$ cat config.mk
export PLATFORM = sky130hd
export DESIGN_NAME = if_id_reg
export DESIGN_NICKNAME = d
export VERILOG_FILES = /design/src/rtl/if_id_reg.sv
export SDC_FILE = /design/constraint.sdc
export NUM_CORES = 1
export LEC_CHECK = 0
export ABC_AREA = 1
export BUFFER_PORTS_ARGS = -buffer_cell sky130_fd_sc_hd__buf_2
export CAP_MARGIN = 20
export CORE_UTILIZATION = 48
export CTS_CLUSTER_DIAMETER = 50
export DETAILED_ROUTE_END_ITERATION = 10
export GPL_TIMING_DRIVEN = 0
export PLACE_DENSITY = 0.9
export SLEW_MARGIN = 10
export SYNTH_ARGS = -nofsm -noshare
export SYNTH_HDL_FRONTEND = slang
export SYNTH_SLANG_ARGS = --single-unit
$ cat constraint.sdc
create_clock -name clk -period 1.8 [get_ports clk]
set_clock_uncertainty 0.05 [all_clocks]
set_input_delay 0.09 -clock clk [delete_from_list [all_inputs] [get_ports clk]]
set_output_delay 0.09 -clock clk [all_outputs]
set_load 0.05 [all_outputs]
$ cat src/rtl/if_id_reg.sv
// Fetch/decode pipeline register: stall, flush, exception bubble,
// fetch AdEL tagging (define FETCH_ADEL_EN) and accepted-instruction count.
module if_id_reg #(
  parameter logic [31:0] RESET_PC   = 32'h0000_3000,
  parameter logic [31:0] HANDLER_PC = 32'h0000_4180,
  parameter logic [31:0] IM_LO      = 32'h0000_3000,
  parameter logic [31:0] IM_HI      = 32'h0000_4ffc
) (
  input  logic        clk,
  input  logic        reset,
  input  logic        EN,
  input  logic        flush,
  input  logic        Req,
  input  logic [31:0] F_Instr,
  input  logic [31:0] F_PC,
  input  logic        F_isBD,
  output logic [31:0] D_Instr,
  output logic [31:0] D_PC,
  output logic [4:0]  D_ExcCode,
  output logic        D_isBD,
  output logic        D_valid,
  output logic [31:0] fetch_cnt
);

  localparam logic [4:0] EXC_NONE = 5'd0;
  localparam logic [4:0] EXC_ADEL = 5'd4;

  logic [31:0] instr_d, instr_q;
  logic [31:0] pc_d, pc_q;
  logic [31:0] cnt_d, cnt_q;
  logic [4:0]  exc_d, exc_q;
  logic        bd_d, bd_q;
  logic        valid_d, valid_q;
  logic        adel;

`ifdef FETCH_ADEL_EN
  // Misaligned or outside instruction memory window (unsigned compare)
  assign adel = (F_PC[1:0] != 2'b00)
             || (F_PC < IM_LO)
             || (F_PC > IM_HI);
`else
  // Window bounds are only meaningful with address checking built in
  logic unused_cfg;
  assign unused_cfg = ^{IM_LO, IM_HI};
  assign adel = 1'b0;
`endif

  // Next-state: reset > Req > stall hold > flush bubble > load
  always_comb begin
    instr_d = instr_q;
    pc_d    = pc_q;
    exc_d   = exc_q;
    bd_d    = bd_q;
    valid_d = valid_q;
    cnt_d   = cnt_q;
    if (reset) begin
      instr_d = '0;
      pc_d    = RESET_PC;
      exc_d   = EXC_NONE;
      bd_d    = 1'b0;
      valid_d = 1'b0;
      cnt_d   = '0;
    end else if (Req) begin
      instr_d = '0;
      pc_d    = HANDLER_PC;
      exc_d   = EXC_NONE;
      bd_d    = 1'b0;
      valid_d = 1'b0;
    end else if (!EN) begin
      instr_d = instr_q;
    end else if (flush) begin
      instr_d = '0;
      pc_d    = F_PC;
      exc_d   = EXC_NONE;
      bd_d    = 1'b0;
      valid_d = 1'b0;
    end else begin
      pc_d    = F_PC;
      bd_d    = F_isBD;
      valid_d = 1'b1;
      cnt_d   = cnt_q + 32'd1;
      if (adel) begin
        instr_d = '0;
        exc_d   = EXC_ADEL;
      end else begin
        instr_d = F_Instr;
        exc_d   = EXC_NONE;
      end
    end
  end

  // State registers; all outputs come straight from flops
  always_ff @(posedge clk) begin
    instr_q <= instr_d;
    pc_q    <= pc_d;
    exc_q   <= exc_d;
    bd_q    <= bd_d;
    valid_q <= valid_d;
    cnt_q   <= cnt_d;
  end

  assign D_Instr   = instr_q;
  assign D_PC      = pc_q;
  assign D_ExcCode = exc_q;
  assign D_isBD    = bd_q;
  assign D_valid   = valid_q;
  assign fetch_cnt = cnt_q;

endmodule

; ---- After elaboration in Yosys (flattened, before gate mapping)
; Cells that the tools add are included.
[classes]
mux = 5
n_addsub = 1
reduce_logical = 3
n_bitwise = 2
[op_table]
columns = cell, count
row1 = 32-bit by 1-bit adder with 32-bit output (second input constant), 1
row2 = 32-bit two-way mux, 1
row3 = 15-bit two-way mux, 2
row4 = 3-bit AND reduction, 1
row5 = 1-bit two-way mux, 2
row6 = 1-bit NOT, 2
row7 = 2-bit nonzero test, 1
row8 = 2-bit OR reduction, 1
[word_totals]
in_bits = 70
wordCells = 17
reg_bits = 98
out_inout_bits = 103

; ---- Depth between registers and ports, before layout
; Gate-level depths: netlist of the first run.
[logic_depth]
depth_word = 2
ltp_mapped = 10
ltp_nobuf = 10

; ---- Least setup slack after synthesis of the first run
; Ideal clock, no wire load.
[synth_path]
kind = reg2reg
start = register cnt_q[1], in the netlist fetch_cnt[1]
end = register cnt_q[14], in the netlist fetch_cnt[14]
path_buffers = 0
setup_ns = 0.116
path_stages_with_launch = 9
t_required_ns = 1.634
slack_ns = -0.005
synth_period_minus_slack_ns = 1.805
arrival_ns = 1.639
path_cell_list = dfxtp_1 ha_1 inv_1 nor2_2 nand3_2 nor2_2 nand2_1 o21ai_0 nor2_1
[synth_via]
elab_chain_cells = 1
[synth_rtl]
columns = item, line
row1 = from (decl), 30  ; logic [31:0] cnt_d, cnt_q;
row2 = from (signal assigned), 99  ; cnt_q <= cnt_d;
row3 = 32-bit by 1-bit adder with 32-bit output, 81  ; cnt_d = cnt_q + 32'd1;
; Every way passes these cells.
; A chain may end at the register's enable or synchronous reset.

; ---- Final worst setup path of the first run
[layout_path]
start = register cnt_q[0], in the netlist fetch_cnt[0]
end = register cnt_q[14], in the netlist fetch_cnt[14]
; Same word-level chain as after synthesis.

==> summary.md, run 1 <==
| Metric | Value |
|---|---|
| Layout Nets | `909` |
| Pin count of the biggest net entering global routing | `19` |
| Buf/Inv on CP | `1` |
| Most used DFF post-synth | `dfxtp_1` |
| Clock transition at path regs | `0.10 ns` |
| EDFF count, synth | `0` |
| Adder-cell share of the synthesized area | `0.00298` |
| Rows | `33` |
| Area share of the largest cell type after synthesis | `0.467` |
| Crit path cell chain | `ha_1, inv_1, nor2_2, nand3_2, nor2_2, nand2_1, o21ai_0, nor2_1` |
| Max Fanout on Critical Path | `5` |
| Seq/Total Area, Yosys | `0.467` |
| Met1 wire length | `5.29 mm` |
| Synth area leaders | `dfxtp_1 47%, nand2_1 15%, a21oi_1 9.4%` |
| Most frequent CP cell | `nor2_2` |
| Setup-failing EPs final | `0` |
| Crit. End Element | `flop` |
| Tot Pwr | `0.00428 W` |
| Post-CTS Setup Repair Bufs | `0` |
| Number of global-route vias before repair | `4430` |
| Final cell utilization of the core | `0.723` |
| WP data arrival | `1.88 ns` |
| CTS tree | `done` |
| Port buffer count | `167` |
| Final Hold Fails | `0` |
| CP max stage delay | `0.37 ns` |
| Hold Startpoint | `Req` |
| RR Startpoint | `fetch_cnt[0]` |
| Synth-to-layout area growth | `43.7%` |
| CP Data Required Time | `2.01 ns` |
| Tot GR Track Use | `0.288` |
| Cts bufs inserted | `9` |
| RSZ-0062 raised after global routing | `no` |
| Total wire length | `13.3 mm` |
| Outcome | `finished clean` |
| 1st-iter DRT viols | `249` |
| Leakage | `2.74 nW` |
| Wire length per cell | `14.0 microns` |
| Placer Congestion | `0.927` |
| Synthesized cell area | `0.00420 sq mm` |
| Post-Synth Simple-Gate Area | `0.317` |
| Largest delay contributor family on the critical path | `simple AND/OR/NAND/NOR gates` |
| First-pass GRT wire length | `20.3 mm` |
| Setup_tns | `0 ns` |
| Inst Count DP | `867` |
| Routed wl met3 | `984 microns` |
| Core area | `0.00834 sq mm` |
| Post-synth top area cell | `dfxtp_1` |
| Proportion of synthesized area in mux cells | `0` |
| Worst setup startpoint | `fetch_cnt[0]` |
| Root Driver | `clkbuf_8` |
| Dpl hpwl | `8.50 mm` |
| Drt drc | `0` |
| Cells after synthesis | `591` |
| FMAX | `600 MHz` |
| Final Cycle Share | `0.926` |
| CP max-delay cell | `dfxtp_1` |
| Die height | `95.5 microns` |
| Post-route minimum period | `1.67 ns` |
| Finished Layout Cells | `949` |
| HP Class | `in -> reg` |
| Layout cells sized above 1 | `0.260` |
| Startpoint types | `flop` |
| Die Wd | `95.5 microns` |
| Ports | `173` |
| Initial antenna violation count | `0` |
| Max VDD drop | `0.000435 V` |
| Gr ovfl total | `0` |
| Worst-Skew Late Latency | `0.36 ns` |
| Num Clock Sinks | `98` |
| Highest routed metal layer | `met4` |
| Vias per cell | `5.10` |
| Mapped Avg Cell Area | `7.10 sq um` |
| Max Cap Viol | `0` |
| Largest family of logic cells by synthesized area | `simple AND/OR/NAND/NOR gates` |
| Post-synthesis cell type count | `29` |
| H-tree Lvls | `3` |
| Clock buffer depth | `2` |
| Xor/xnor cell area share of the yosys netlist | `0.00626` |
| Power per cell area | `710 mW/mm^2` |
| Synth Area in Compound Gates | `0.121` |
| Fraction of registers with async set/reset | `0` |
| Layout filler cell count | `676` |
| Warnings, synthesis | `0` |
| Slew Limit Headroom | `0.631` |
| Actual slew at the worst max-slew pin | `0.553 ns` |
| Die area | `0.00912 sq mm` |
| Slew Viols, Final | `0` |
| Routed Antenna Nets | `0` |
| FF+latch count, synth | `98` |
| Crit Path Category | `reg -> reg` |
| Met2 Routed Length | `6.48 mm` |
| Starting Density | `0.503` |
| Pre-antenna DRT Iters | `5` |
| Detailed-route via count | `4844` |
## per-layer routing
| metal | global-route usage | vias to the layer above |
|---|---|---|
| met5 | 0 | - |
| met4 | 0.175 | 0 |
| met3 | 0.0582 | 52 |
| met2 | 0.483 | 272 |
| met1 | 0.338 | 2134 |
| li1 | - | 2386 |
## power by group
group / switching (W) / internal, W
Clock: 0.000816 / 0.000573
Combinational: 0.000413 / 0.000244
Sequential: 0.0000252 / 0.00221
## what timing repair did
item / 4_1_cts / 5_1_grt
hold endpoints to repair: 65 / 0
gates resized for setup: 0 / 1
hold buffers: 65 / 0
setup endpoints to repair: 0 / 1
## layout by cell type, fill, tap and decap left out, drive strengths merged
master / n
a221o: 2
clkbuf: 24
nand4: 7
o21a: 1
inv: 55
nor3: 6
o21bai: 2
diode: 1
a21oi: 79
o21ai: 14
nor4: 1
dfxtp: 98
buf: 184
nand2: 166
nor2: 65
xor2: 3
clkinv: 5
conb: 5
dlygate4sd3: 65
nand3: 60
ha: 1
## cell usage after synthesis (2+ instances only)
cell type and count:
a21oi_1 79, a221o_1 2, buf_1 5, buf_2 6, buf_4 5, clkbuf_1 14
clkinv_1 2, dfxtp_1 98, inv_1 50, inv_2 2, nand2_1 164, nand2_2 2
nand3_1 55, nand3_2 5, nand4_1 7, nor2_1 53, nor2_2 8, nor2_4 4
nor3_1 5, o21ai_0 12, o21ai_1 2, o21bai_1 2, xor2_1 3
## metrics by stage
step           setup WS [ns]  instance area [sq um]  hold slack (ns)
6_report               0.133                   6030           0.0550
5_1_grt              0.00206                   6030           0.0433
4_1_cts                0.171                   6030           0.0304
3_5_place_dp           0.167                   5180            0.274
3_3_place_gp           0.204                   5180            0.272
2_1_floorplan         0.0165                   4210            0.179
## worst min-delay path, delay by kind of cell
family | cells | cell delay, ns
AOI/OAI and AO/OA | 2 | 0.16
buffers and inverters | 1 | 0.17
## cell families (layout without fill, tap and decap cells)
logic type                 after synthesis  in the layout
xor gates and xnor gates                 3              3
AOI/OAI and AO/OA                       98             98
and+or+nand+nor                        305            305
DFF                                     98             98
buffers and inverters                   85            333
adders and majority gates                1              1
other                                    1              6
## cell type report
cell class	instances	area, sq um	share of cell area
Sequential cell	98	1960	0.325
Tap cell	105	131	0.0218
Antenna cell	1	2.50	0.000415
Clock buffer	10	138	0.0228
Clock inverter	6	57.6	0.00954
Inverter	54	203	0.0336
Buffer	31	150	0.0249
Timing Repair Buffer	232	1490	0.246
Multi-Input combinational cell	412	1900	0.315
## state kept, by name, summed over array words and instances (netlist names)
signal,flops
D_Instr,32
D_PC,32
D_isBD,1
D_valid,1
fetch_cnt,32
## final timing paths
check	slack, ns	to	depth (start not counted)
worst max register to register	0.13	fetch_cnt[14]	8
worst min-delay path	0.05	D_PC[7]	3
worst min register to register	0.41	D_PC[8]	2
worst max-delay path	0.13	fetch_cnt[14]	8
No activity file was read; power rests on OpenSTA's default activity.
==> inputs of run 2 (changes only) <==
CORE_UTILIZATION = 52   (was 48)
PLACE_DENSITY = 0.95   (was 0.9)
clock period = 2.1 ns   (was 1.8 ns; I/O delays follow)
==> summary.md, run 2 (synthesized netlist as in run 1, its figures left out) <==
| Metric | Value |
|---|---|
| Crit. End Element | `flop (unchanged)` |
| Die area | `0.00844 sq mm (was 0.00912 sq mm)` |
| Most frequent cells in the layout | `173 x buf_2, 164 x nand2_1, 98 x dfxtp_1, 79 x a21oi_1, 62 x dlygate4sd3_1 (was 173 x buf_2, 164 x nand2_1, 97 x dfxtp_1, 79 x a21oi_1, 65 x dlygate4sd3_1)` |
| Pre-antenna DRT Iters | `6 (was 5)` |
| Actual slew at the worst max-slew pin | `0.562 ns (was 0.553 ns)` |
| Final Hold Fails | `0 (unchanged)` |
| Layout Nets | `906 (was 909)` |
| Tot Pwr | `0.00383 W (was 0.00428 W)` |
| CP max-delay cell | `dfxtp_1 (unchanged)` |
| Core area | `0.00777 sq mm (was 0.00834 sq mm)` |
| Dpl hpwl | `9.09 mm (was 8.50 mm)` |
| Layout filler cell count | `558 (was 676)` |
| Worst-Skew Late Latency | `0.36 ns (about the same)` |
| RSZ-0062 raised after global routing | `no (unchanged)` |
| Tot GR Track Use | `0.337 (was 0.288)` |
| Placement Cell Area | `0.00518 sq mm (about the same)` |
| Die Wd | `91.8 microns (was 95.5 microns)` |
| Gr ovfl total | `0 (unchanged)` |
| Clock buffer depth | `2 (unchanged)` |
| Wire length per cell | `15.1 microns (was 14.0 microns)` |
| CP Data Required Time | `2.30 ns (was 2.01 ns)` |
| Rows | `32 (was 33)` |
| Layout cells sized above 1 | `0.257 (was 0.260)` |
| Max Cap Viol | `0 (unchanged)` |
| Largest delay contributor family on the critical path | `simple AND/OR/NAND/NOR gates (unchanged)` |
| Buf/Inv on CP | `1 (unchanged)` |
| Placer Congestion | `0.983 (was 0.927)` |
| Vias per cell | `5.35 (was 5.10)` |
| Die height | `91.8 microns (was 95.5 microns)` |
| Final Cell Area | `0.00602 sq mm (was 0.00603 sq mm)` |
| First-pass GRT wire length | `22.6 mm (was 20.3 mm)` |
| Starting Density | `0.540 (was 0.503)` |
| Post-route minimum period | `1.80 ns (was 1.67 ns)` |
| Port buffer count | `167 (unchanged)` |
| Drt drc | `0 (unchanged)` |
| Routed Antenna Nets | `0 (unchanged)` |
| Slew Viols, Final | `0 (unchanged)` |
| Power per cell area | `636 mW/mm^2 (was 710 mW/mm^2)` |
| Setup-failing EPs final | `0 (unchanged)` |
| WP data arrival | `2.00 ns (was 1.88 ns)` |
| Max Fanout on Critical Path | `5 (unchanged)` |
| Pin count of the biggest net entering global routing | `17 (was 19)` |
| CP max stage delay | `0.40 ns (was 0.37 ns)` |
| Crit path cell chain | `ha_1, inv_1, nor2_2, nand3_1, nor2_2, nand2_1, o21ai_0, nor2_1 (was ha_1, inv_1, nor2_2, nand3_2, nor2_2, nand2_1, o21ai_0, nor2_1)` |
| Num Clock Sinks | `98 (unchanged)` |
| Hold slack final | `0.00515 ns (was 0.0550 ns)` |
| Number of global-route vias before repair | `4863 (was 4430)` |
| HP Class | `in -> reg (unchanged)` |
| Initial antenna violation count | `1 (was 0)` |
| Max VDD drop | `0.000434 V (was 0.000435 V)` |
| Ports | `173 (unchanged)` |
| Most frequent CP cell | `nor2_2 (unchanged)` |
| Startpoint types | `flop (unchanged)` |
| Outcome | `finished clean (unchanged)` |
| Slew Limit Headroom | `0.626 (was 0.631)` |
| Leakage | `2.73 nW (was 2.74 nW)` |
| Detailed-route via count | `5048 (was 4844)` |
| Crit Path Category | `reg -> reg (unchanged)` |
| Cts bufs inserted | `9 (unchanged)` |
| Root Driver | `clkbuf_8 (unchanged)` |
| FMAX | `555 MHz (was 600 MHz)` |
| Setup_tns | `0 ns (unchanged)` |
| Clock transition at path regs | `0.09 ns (was 0.10 ns)` |
| CTS tree | `done (unchanged)` |
| Final Cycle Share | `0.858 (was 0.926)` |
| Total wire length | `14.2 mm (was 13.3 mm)` |
| Synth-to-layout area growth | `43.3% (was 43.7%)` |
| 1st-iter DRT viols | `272 (was 249)` |
| H-tree Lvls | `3 (unchanged)` |
| Commonest non-fill, non-tap cell in the layout | `buf_2 (unchanged)` |
| Post-CTS Setup Repair Bufs | `0 (unchanged)` |
-- run 2: cell count changes in the layout (fill, tap and decap cells not counted), sizes merged --
cell         delta
clkinv          -1
dlygate4sd3     -3
bufinv          +2
clkinvlp        +1
inv             -2
-- run 2: power by group --
group | switching (W) | total, W | internal (W)
registers | 0.0000220 | 0.00192 | 0.00190
logic | 0.000359 | 0.000565 | 0.000206
clock network | 0.000667 | 0.00134 | 0.000677
total | 0.00105 | 0.00383 | 0.00278
-- run 2: cell type report --
type / count / area, sq um / share of cell area
clock inverters: 6 / 90.1 / 0.0150
clock buffers: 10 / 128 / 0.0212
repair buffers: 229 / 1460 / 0.242
inverters: 54 / 203 / 0.0337
plain buffers: 31 / 150 / 0.0250
well taps: 102 / 128 / 0.0212
diodes: 1 / 2.50 / 0.000416
multi-input cells: 412 / 1900 / 0.315
flip-flops and latches: 98 / 1960 / 0.326
-- run 2: tightest hold or removal path: cells and delay by family --
family / cells / cell delay (ns)
AOI/OAI and AO/OA: 2 / 0.18
buffers and inverters: 1 / 0.08
-- run 2: per-stage QoR --
| step | cells | worst slack, ns | utilization |
|---|---|---|---|
| detailed placement | 864 | 0.398 | 0.666 |
| floorplan | 595 | 0.295 | - |
| CTS | 942 | 0.353 | 0.774 |
| global placement | 864 | 0.510 | 0.666 |
| finish | 943 | 0.299 | 0.775 |
| global route | 943 | 0.162 | 0.775 |
-- run 2: worst paths after layout --
| kind | to | startpoint | slack (ns) | cells past startpoint |
|---|---|---|---|---|
| setup / recovery | fetch_cnt[28] | fetch_cnt[1] | 0.30 | 8 |
| hold / removal | D_PC[8] | F_PC[8] | 0.005 | 3 |
| setup reg to reg | fetch_cnt[28] | fetch_cnt[1] | 0.30 | 8 |
| hold reg to reg | D_PC[2] | D_PC[2] | 0.42 | 2 |
-- run 2: layer usage --
metal,track usage,wire length [microns]
met1,0.371,5220
met2,0.604,7230
met3,0.0638,1090
met4,0.189,700
met5,0,0
-- run 2: what timing repair did --
item	CTS	global route
endpoints found under the hold margin	62	0
resized for setup	0	0
hold buffers	62	0
==> inputs of run 3 (changes only) <==
SETUP_SLACK_MARGIN = 0.4   (was unset)
SKIP_LAST_GASP = 1   (was unset)
==> summary.md, run 3 (synthesized netlist as in run 1, its figures left out) <==
| Metric | Value |
|---|---|
| Outcome | `finished clean (unchanged)` |
| Actual slew at the worst max-slew pin | `0.596 ns (was 0.562 ns)` |
| Die height | `91.8 microns (unchanged)` |
| Slew Limit Headroom | `0.603 (was 0.626)` |
| Antenna Cells | `0 (was 1)` |
| Final Cycle Share | `0.777 (was 0.858)` |
| Slew Viols, Final | `0 (unchanged)` |
| Vias per cell | `5.39 (was 5.35)` |
| Reg2Reg Depth | `8 (unchanged)` |
| Worst setup startpoint | `fetch_cnt[1] (unchanged)` |
| R2R Setup Slk | `0.47 ns (was 0.30 ns)` |
| Number of global-route vias before repair | `4888 (was 4863)` |
| H-tree Lvls | `3 (unchanged)` |
| Leakage | `2.74 nW (was 2.73 nW)` |
| Most frequent cells in the layout | `173 x buf_2, 164 x nand2_1, 90 x dfxtp_1, 79 x a21oi_1, 64 x dlygate4sd3_1 (was 173 x buf_2, 164 x nand2_1, 98 x dfxtp_1, 79 x a21oi_1, 62 x dlygate4sd3_1)` |
| Root Driver | `clkbuf_8 (unchanged)` |
| Clock buffer depth | `2 (unchanged)` |
| Max VDD drop | `0.000427 V (was 0.000434 V)` |
| Layout cells sized above 1 | `0.269 (was 0.257)` |
| Setup-failing EPs final | `0 (unchanged)` |
| Pin count of the biggest net entering global routing | `19 (was 17)` |
| Total wire length | `14.4 mm (was 14.2 mm)` |
| Detailed-route via count | `5097 (was 5048)` |
| Drt drc | `0 (unchanged)` |
| Worst-Skew Late Latency | `0.34 ns (was 0.36 ns)` |
| Setup_tns | `0 ns (unchanged)` |
| FMAX | `613 MHz (was 555 MHz)` |
| Startpoint types | `flop (unchanged)` |
| Wire length per cell | `15.2 microns (was 15.1 microns)` |
| RR Startpoint | `fetch_cnt[1] (unchanged)` |
| HP Class | `in -> reg (unchanged)` |
| Initial antenna violation count | `0 (was 1)` |
| Post-route minimum period | `1.63 ns (was 1.80 ns)` |
| Hold Startpoint | `F_PC[8] (unchanged)` |
| Crit Path Category | `reg -> reg (unchanged)` |
| Clock transition at path regs | `0.10 ns (was 0.09 ns)` |
| Routed Antenna Nets | `0 (unchanged)` |
| Die Wd | `91.8 microns (unchanged)` |
| Synth-to-layout area growth | `43.7% (was 43.3%)` |
| Pre-antenna DRT Iters | `5 (was 6)` |
| Tot GR Track Use | `0.339 (was 0.337)` |
| RR Endpoint | `fetch_cnt[30] (was fetch_cnt[28])` |
| Core area | `0.00777 sq mm (unchanged)` |
| Max Fanout on Critical Path | `5 (unchanged)` |
| Layout Nets | `909 (was 906)` |
| Max Cap Viol | `0 (unchanged)` |
| Hold Path End | `D_PC[8] (unchanged)` |
| RSZ-0062 raised after global routing | `yes (was no)` |
| First-pass GRT wire length | `22.9 mm (was 22.6 mm)` |
| Dpl hpwl | `8.96 mm (was 9.09 mm)` |
| Die area | `0.00844 sq mm (unchanged)` |
| CP Data Required Time | `2.29 ns (was 2.30 ns)` |
| Crit. End Element | `flop (unchanged)` |
| Placer Congestion | `0.927 (was 0.983)` |
| Final Hold Fails | `0 (unchanged)` |
| Port buffer count | `167 (unchanged)` |
| 1st-iter DRT viols | `388 (was 272)` |
| Rows | `32 (unchanged)` |
| Tot Pwr | `0.00363 W (was 0.00383 W)` |
| Commonest non-fill, non-tap cell in the layout | `buf_2 (unchanged)` |
| Gr ovfl total | `0 (unchanged)` |
| Starting Density | `0.540 (unchanged)` |
| CTS tree | `done (unchanged)` |
| WP data arrival | `1.82 ns (was 2.00 ns)` |
| Cts bufs inserted | `9 (unchanged)` |
| Power per cell area | `602 mW/mm^2 (was 636 mW/mm^2)` |
| Num Clock Sinks | `98 (unchanged)` |
| Ports | `173 (unchanged)` |
| WHS Path Cells | `3 (unchanged)` |
[run 3: what timing repair did]
action | 4_1_cts | 5_1_grt
buffers inserted | 0 | 1
hold endpoints to repair | 64 | 0
hold buffers | 64 | 0
resized for setup | 0 | 3
endpoints found under the setup margin | 0 | 10
[run 3: worst max-delay path by stage]
stage / cells past startpoint / slack (ns) / to
after global placement: 8 / 0.56 / fetch_cnt[28]
after global routing: 8 / 0.39 / fetch_cnt[30]
after CTS: 8 / 0.43 / fetch_cnt[30]
after detailed placement: 8 / 0.45 / fetch_cnt[30]
after floorplan: 9 / 0.40 / fetch_cnt[21]
final: 8 / 0.47 / fetch_cnt[30]
[run 3: cell type report]
class | instances | area, sq um
inverters | 54 | 203
fillers | 523 | 1740
multi-input cells | 412 | 1910
flip-flops and latches | 98 | 1970
clock inverters | 7 | 58.8
plain buffers | 31 | 150
repair buffers | 232 | 1480
well taps | 102 | 128
clock buffers | 9 | 124
[run 3: power by group]
part,leakage (nW),internal [W],switching [W]
Sequential,0.799,0.00190,0.0000237
Clock,0.0925,0.000453,0.000688
Combinational,1.85,0.000208,0.000362
[run 3: worst max-delay path, cell delays in order, from the launching register on]
cell     delay (ns)
dfxtp_2        0.37
ha_1           0.19
inv_1          0.08
nor2_4         0.17
nand3_1        0.17
inv_1          0.12
nand3_1        0.11
o21ai_0        0.20
nor2_1         0.06
[run 3: per-layer routing]
layer  vias up  global-route usage  routed length [microns]
met5         -                   0                        0
met4         0               0.211                      767
met3        83              0.0779                     1210
met2       325               0.591                     7120
met1      2308               0.372                     5300
li1       2381                   -                        -
[run 3: per-stage QoR]
| stage | instances | hold WS [ns] | setup WS, ns | util | instance area, sq um |
|---|---|---|---|---|---|
| 2_1_floorplan | 595 | 0.194 | 0.403 | - | 4220 |
| 3_3_place_gp | 864 | 0.288 | 0.556 | 0.668 | 5190 |
| 3_5_place_dp | 864 | 0.293 | 0.454 | 0.668 | 5190 |
| 4_1_cts | 944 | 0.00892 | 0.426 | 0.774 | 6010 |
| 5_1_grt | 945 | 0.0228 | 0.386 | 0.777 | 6030 |
| 6_report | 945 | 0.0213 | 0.469 | 0.777 | 6030 |
